### src/rtl/gshare_bpred.sv
// Gshare/bimodal direction predictor: folded-PC (optionally XOR GHR) indexed saturating
// counters, registered prediction, Execute-stage training and GHR repair on mispredict.
//
// state  | meaning
// S_INIT | walking the table writing INIT_VAL, one entry per cycle; inputs ignored
// S_RUN  | predicting and training; left only by rst
module gshare_bpred #(
    parameter int IDX_BITS  = 8,
    parameter int CTR_BITS  = 2,
    parameter int HIST_BITS = 8,
    parameter int USE_GHR   = 1,
    parameter logic [CTR_BITS-1:0] INIT_VAL = {1'b1, {(CTR_BITS-1){1'b0}}}
) (
    input  logic                 clk,
    input  logic                 rst,
    input  logic                 fetch_vld,
    input  logic [31:0]          pc_cur,
    output logic                 predict_vld,
    output logic                 predict_take,
    output logic [IDX_BITS-1:0]  predict_idx,
    output logic [HIST_BITS-1:0] predict_ghr,
    input  logic                 upd_vld,
    input  logic [IDX_BITS-1:0]  upd_idx,
    input  logic                 upd_taken,
    input  logic                 upd_mispredict,
    input  logic [HIST_BITS-1:0] upd_ghr,
    output logic                 ready
);
    localparam int DEPTH = 2**IDX_BITS;
    localparam int NSL   = (30 + IDX_BITS - 1) / IDX_BITS;
    localparam logic [CTR_BITS-1:0] CTR_MAX = '1;

    typedef enum logic {S_INIT, S_RUN} state_e;

    state_e                state_q, state_d;
    logic [IDX_BITS-1:0]   init_ptr_q, init_ptr_d;
    logic [HIST_BITS-1:0]  ghr_q, ghr_d;
    logic                  pvld_q, pvld_d;
    logic                  ptake_q, ptake_d;
    logic [IDX_BITS-1:0]   pidx_q, pidx_d;
    logic [HIST_BITS-1:0]  pghr_q, pghr_d;
    logic [CTR_BITS-1:0]   table_q [DEPTH];

    logic [NSL*IDX_BITS-1:0] pc_pad;
    logic [IDX_BITS-1:0]     fold, idx, ghr_ext;
    logic [CTR_BITS-1:0]     rd_ctr, upd_cur, upd_ctr;
    logic                    pred_dir, init_we, upd_we;
    logic [HIST_BITS:0]      shift_w, repair_w;
    logic                    unused_pc;

    assign unused_pc = ^pc_cur[1:0];
    assign pc_pad    = (NSL*IDX_BITS)'(pc_cur[31:2]);
    assign ghr_ext   = IDX_BITS'(ghr_q);

    always_comb begin
        fold = '0;
        for (int s = 0; s < NSL; s++) begin
            fold = fold ^ pc_pad[s*IDX_BITS +: IDX_BITS];
        end
    end

    assign idx      = fold ^ ((USE_GHR != 0) ? ghr_ext : '0);
    assign rd_ctr   = table_q[idx];
    assign pred_dir = rd_ctr[CTR_BITS-1];
    assign shift_w  = {ghr_q, pred_dir};
    assign repair_w = {upd_ghr, upd_taken};

    // Saturating update; the table write is registered, so same-cycle reads see the old value.
    assign upd_cur = table_q[upd_idx];
    always_comb begin
        upd_ctr = upd_cur;
        if (upd_taken) begin
            if (upd_cur != CTR_MAX) upd_ctr = upd_cur + 1'b1;
        end else begin
            if (upd_cur != '0) upd_ctr = upd_cur - 1'b1;
        end
    end

    always_comb begin
        state_d    = state_q;
        init_ptr_d = init_ptr_q;
        ghr_d      = ghr_q;
        pvld_d     = 1'b0;
        ptake_d    = ptake_q;
        pidx_d     = pidx_q;
        pghr_d     = pghr_q;
        init_we    = 1'b0;
        upd_we     = 1'b0;
        case (state_q)
            S_INIT: begin
                init_we    = 1'b1;
                init_ptr_d = init_ptr_q + 1'b1;
                if (init_ptr_q == '1) state_d = S_RUN;
            end
            S_RUN: begin
                upd_we = upd_vld;
                if (fetch_vld) begin
                    pvld_d  = 1'b1;
                    ptake_d = pred_dir;
                    pidx_d  = idx;
                    pghr_d  = ghr_q;
                    ghr_d   = shift_w[HIST_BITS-1:0];
                end
                if (upd_vld && upd_mispredict) ghr_d = repair_w[HIST_BITS-1:0];
            end
            default: state_d = S_INIT;
        endcase
    end

    always_ff @(posedge clk or posedge rst) begin
        if (rst) begin
            state_q    <= S_INIT;
            init_ptr_q <= '0;
            ghr_q      <= '0;
            pvld_q     <= 1'b0;
            ptake_q    <= 1'b0;
            pidx_q     <= '0;
            pghr_q     <= '0;
        end else begin
            state_q    <= state_d;
            init_ptr_q <= init_ptr_d;
            ghr_q      <= ghr_d;
            pvld_q     <= pvld_d;
            ptake_q    <= ptake_d;
            pidx_q     <= pidx_d;
            pghr_q     <= pghr_d;
        end
    end

    // Contents are meaningless until the walk completes, so the array carries no reset.
    always_ff @(posedge clk) begin
        if (init_we) begin
            table_q[init_ptr_q] <= INIT_VAL;
        end else if (upd_we) begin
            table_q[upd_idx] <= upd_ctr;
        end
    end

    assign predict_vld  = pvld_q;
    assign predict_take = ptake_q;
    assign predict_idx  = pidx_q;
    assign predict_ghr  = pghr_q;
    assign ready        = (state_q == S_RUN);
endmodule

### config.mk
export PLATFORM = sky130hd
export DESIGN_NAME = gshare_bpred
export DESIGN_NICKNAME = d
export VERILOG_FILES = /design/src/rtl/gshare_bpred.sv
export SDC_FILE = /design/constraint.sdc
export NUM_CORES = 1
export LEC_CHECK = 0
export CELL_PAD_IN_SITES_DETAIL_PLACEMENT = 1
export CELL_PAD_IN_SITES_GLOBAL_PLACEMENT = 1
export CORE_MARGIN = 10
export CORE_UTILIZATION = 35
export DETAILED_ROUTE_END_ITERATION = 7
export MAX_ROUTING_LAYER = met4
export PLACE_DENSITY_LB_ADDON = 0.1
export SLEW_MARGIN = 10
export SYNTH_ARGS = -nofsm -noshare
export SYNTH_HDL_FRONTEND = slang
export SYNTH_SLANG_ARGS = --single-unit
### constraint.sdc
create_clock -name clk -period 16.7 [get_ports clk]
set_input_delay 4.175 -clock clk [delete_from_list [all_inputs] [get_ports clk]]
set_output_delay 4.175 -clock clk [all_outputs]
set_load 0.1 [all_outputs]
-- Yosys cells after proc, flatten, opt, wreduce, memory -nomap -nowiden
Memory sizes are Yosys's and may differ from the RTL's.
Cells that the tools add are included.
- register bits: 35
- bits in writable memories: 512
- input bits: 54
- output and inout port bits: 19
- word-level logic and storage cells: 40
- memories: 1
- add/sub/neg operators: 3
- equal/unequal tests: 2
- mux-type cells: 17
- bitwise logic cells: 4
- reductions and logical operators: 6
- memories (memory ; depth ; bits a word ; rd ports ; clocked after memory_dff ; wr ports ; RTL line ; text):
    table_q ; 256 ; 2 ; 2 ; 0 ; 1 ; 42 ; logic [CTR_BITS-1:0] table_q [DEPTH];
- operator list (operator ; number):
    8-bit 2-to-1 mux ; 3
    8-bit bitwise XOR ; 3
    1-bit 2-to-1 mux ; 10
    8-bit by 1-bit adder with 8-bit output (second input constant) ; 1
    8-bit equality test (second input constant) ; 1
    2-bit 2-to-1 mux ; 4
    8-bit by 6-bit bitwise XOR with 8-bit output ; 1
    2-bit AND reduction ; 2
    2-bit nonzero test ; 2
    2-bit by 1-bit adder with 2-bit output (second input constant) ; 1
    2-bit inequality test (second input constant) ; 1
    2-bit OR reduction ; 1
    2-bit by 1-bit subtractor with 2-bit output (second input constant) ; 1
    1-bit logical AND ; 1

-- Longest topological paths before layout
An unclocked memory read counts as a cell.
- word-level depth: 7
- depth in mapped cells: 13
- depth with buffers taken out: 10

-- Worst setup path after synthesis
Ideal clock, no wire load.
- path type: input to register
- start: in upd_idx[1]
- end: mem table_q[0][0] (data pin)
- library setup time: 0.867 ns
- arrival time: 9.718 ns
- required time: 15.833 ns
- setup slack: 6.115 ns
- stages on the path: 10
- buffers on the path: 2
- cell sequence: clkbuf_1 -> clkbuf_1 -> mux4_2 -> mux4_2 -> a22oi_1 -> a21oi_1 -> or3_1 -> o31ai_2 -> maj3_1 -> and2_1
- word-level cells in the longest chain between the ends: 5
- elaborated cells between the ends (all ways): 9
- classes of those cells: 2 x add/sub; 1 x eq/ne; 4 x mux; 1 x reduce/logical; 1 x memory
- RTL lines (element ; RTL line ; text):
    from (decl) ; 23 ; input logic [IDX_BITS-1:0] upd_idx,
    memory read 256 x 2 bit * ; n/a ;
    2-bit by 1-bit subtractor with 2-bit output, or another cell as far along ; 75 ; if (upd_cur != '0) upd_ctr = upd_cur - 1'b1;
    2-bit 2-to-1 mux (on tied branches) ; 75, 73 ;
    2-bit 2-to-1 mux * ; 72 ; if (upd_taken) begin
    2-bit 2-to-1 mux (no line) * ; n/a ;
    to (decl) ; 42 ;
Mark *: on every way between the ends. The rest lies on a longest branch, timed or not.

-- Worst setup path after layout
- start: in upd_idx[0]
- end: mem table_q[175][0] (data pin)
Same word-level chain as after synthesis.

==> summary.md <==
| Metric | Value |
|---|---|
| Run status | finished clean |
| Number of warnings reported in the yosys synthesis log | 0 |
| Setup violation total in the final timing report | 0 |
| Net total in the final layout | around 1,800 |
| RSZ-0062 raised after global routing | no |
| Final-layout worst hold slack | 485 ps |
| Post-Route Skew | between 20 and 25 ps |
| Count of buffers added by post-CTS timing repair for setup | 0 |
| Max Cap Violations | 0 |
| Total power draw | around 3.1 mW |
| Primary FF master, synth | edfxtp_1 |
| Pre-CTS worst setup slack | 6890 ps |
| Die outline height | roughly 290 µm |
| Hold-fix buffers, CTS | 0 |
| Leading area contributor after synthesis | edfxtp_1 |
| Area of the die | 82,300 µm² |
| Reg clk slew, reported paths | about 60 ps |
| Number of optimization iterations in the first detailed-route pass | 5 |
| Maximum count of clock buffers along a single path | 3 |
| Detailed-route wire length per cell | approximately 29 µm |
| TritonCTS Sinks | about 550 |
| Filler-free cell count of the finished design | 2,702 |
| Area of the mapped netlist | between 20,000 and 25,000 µm² |
| Post-Synthesis Net Count | 1,714 |
| Final-layout fill cell count | roughly 7,000 |
| Max VDD drop | 0.103 mV |
| Max-slew violation count | 0 |
| Number of H-tree branching levels | 2 |
| Area grow syn2layout | 15.1% |
| Number of CTS-inserted buffers | slightly above 60 |
| Buffer cell driving the clock tree root | clkbuf_16 |
| Overall via count from detail_route | 15,100 |
| Via count of the first global-routing pass | about 16,000 |
| Number of enable flip-flop cells after synthesis | ~500 |
| CTS tree | yes |
| Fraction of the cycle the final worst path needs | a little over half |
| Effective utilization at floorplan | 35.5% |
| Fraction of registers with async set or reset after synthesis | 6.40% |
| Worst Path Max Fanout | roughly 110 |
| IO Pins | 73 |
| Syn Inst Count | 1,659 |
| Nature of the critical path startpoint | input port |
| Residual overflow from global routing | 0 |
| Design area | 28,700 µm² |
| Global-route usage over all layers | 19.7% |
| Path class of the lowest-slack min-delay path | reg2reg |
| Share of cells above drive strength 1 | 19.2% |
| Final hold vios | 0 |
| Most numerous cell in the Yosys netlist | edfxtp_1 |
| Maximum clock frequency | about 0.11 GHz |
| Setup TNS Final | 0 ps |
| Detailed-placement wirelength estimate | slightly below 50,000 µm |
| FP Rows | 97 |
| Synth top cells by count | 512 x edfxtp_1, 273 x nor2_1, 206 x nand2_1, 177 x mux4_2, 67 x nand3_1 |
| Normalized max-slew margin | between 20% and 30% |
| Final Routed Wirelength | 78,800 µm |
| Buffers on Ports | 69 |
| Mean instance size in the synthesized netlist | roughly 15 µm² |
| Die Span X | 287 µm |
| Avg Vias per Cell | around 5.6 |
| Slack of the critical path | around 7600 ps |
| Unique cell type count in the Yosys netlist | 55 |
| Ratio of total power to cell area | roughly 110 nW/µm² |
| Cell area after placement | between 20,000 and 30,000 µm² |
| Minimum period implied by the final worst setup slack | 9060 ps |
| Number of instances in the placed design | between 2,000 and 3,000 |
| Clock insertion delay at the later pin of the skew report | between 600 and 700 ps |
| Antenna violations before repair | 0 |
| Gp weighted congestion | 0.824 |
| Antenna-violating nets left | 0 |
| Portion of the post-synthesis area used by sequential elements | about two thirds |
| Arrival time worst endpoint | 9340 ps |
| Fraction of post-synthesis cell area in the top cell type by area | between 60% and 70% |
| Post-route core utilization | between 40% and 50% |
| Residual DRC count | 0 |
| Startpoint-to-endpoint class of the critical path | in2reg |
| Number of design-rule violations left by the first detailed-router iteration | between 1,000 and 1,500 |
| Cells taking the most area after synthesis | edfxtp_1 62%, mux4_2 16%, nor2_1 4.1%, dfrtp_1 3.5%, nand2_1 3.1% |
| Post-CTS sizing | 0 |
| Antenna Diode Count | 0 |
| Lkg Pwr | 8.79 nW |
| Core outline area | roughly 70,000 µm² |
| Crit. End Element | register |
| Yosys reg bits | 547 |
| Endpoint required time on the critical path | between 15,000 and 20,000 ps |
| Largest net degree at the start of global routing | around 110 |
| Worst Max-Slew Pin Slew | ~1100 ps |
| First-pass GRT wire length | 116,000 µm |
critical path: stages:
cell	delay [ps]
buf_6	330
buf_12	580
mux4_2	620
mux4_2	520
a22oi_1	410
a21oi_1	100
or3_1	390
o31ai_2	90
maj3_1	210
and2_4	580
buf_4	930
area by class of cell:
type	instances	area, µm²	area share (%)
clock buffer	69	1580	5.50
clock inverter	46	490	1.71
inverter	10	37.5	0.131
multi-input combinational	988	8210	28.6
sequential	547	16300	56.6
tap	940	1180	4.10
timing repair buffer	102	958	3.34
placed cells by master (no fill, tap or decap), types with 4 or more instances in the layout:
cell / Yosys / final
a22oi_1: 16 / 16
a31oi_1: 4 / 4
nor4_1: 6 / 6
a41o_1: 4 / 4
clkbuf_1: 60 / 7
nand2b_1: 5 / 4
bufinv_16: 0 / 9
xnor2_1: 25 / 22
clkinvlp_4: 0 / 5
o21ai_0: 15 / 15
o22ai_1: 19 / 19
a21oi_1: 48 / 48
buf_4: 5 / 31
nand2_1: 206 / 200
edfxtp_1: 512 / 512
xnor3_1: 5 / 5
or3_1: 5 / 5
clkinv_1: 0 / 12
nand3_1: 67 / 67
xor2_1: 5 / 4
clkbuf_16: 0 / 62
nor2b_1: 6 / 6
nand3b_1: 8 / 8
clkinv_2: 0 / 17
nor3_1: 8 / 8
and2_1: 8 / 7
mux2_2: 9 / 9
dfrtp_1: 35 / 35
o31ai_1: 7 / 7
mux4_2: 177 / 177
nand2_2: 0 / 6
nor2_1: 273 / 273
mux2i_1: 27 / 27
clkdlybuf4s50_1: 0 / 65
inv_1: 10 / 10
cell families (layout without fill, tap and decap cells):
family                     after synthesis  in the layout  share of synthesized area [%]
and+or+nand+nor                        602            602                           9.99
buffers and inverters                  124            227                           2.21
adders and majority gates                3              3                          0.135
muxes                                  213            213                           17.5
DFF                                    547            547                           65.2
xor gates and xnor gates                36             36                           1.57
AOI/OAI and AO/OA                      134            134                           3.43
power by group:
group	switching, mW	internal [mW]	total [mW]
combinational	0.193	0.0886	0.281
sequential	0	1.48	1.48
clock	0.573	0.818	1.39
total	0.765	2.38	3.15
worst paths after layout:
kind	start	to	slack (ps)	depth (start not counted)
worst max-delay path	upd_idx[0]	table_q[175][0]	7640	11
worst min-delay path	predict_idx[5]	predict_idx[5]	480	2
worst max register to register	ghr_ext[2]	predict_take	12090	10
worst min register to register	predict_idx[5]	predict_idx[5]	480	2
max in group asynchronous	rst	init_ptr_q[3]	12370	3
min in group asynchronous	rst	ghr_ext[4]	3980	3
registers in the layout (all words and copies together) (netlist names):
signal / flops
predict_ghr: 8
predict_vld: 1
table_q: 512
init_ptr_q: 8
predict_take: 1
predict_idx: 8
ready: 1
ghr_ext: 8
routing by layer:
| layer | track usage, % | up-vias | part of all wire [%] |
|---|---|---|---|
| li1 | - | 6493 | - |
| met1 | 27.5 | 8158 | 47 |
| met2 | 30.3 | 395 | 47 |
| met3 | 2.64 | 88 | 4.8 |
| met4 | 4.41 | 0 | 2.0 |
| met5 | - | - | 0 |
Note: power is estimated with default switching activity, not from simulation.
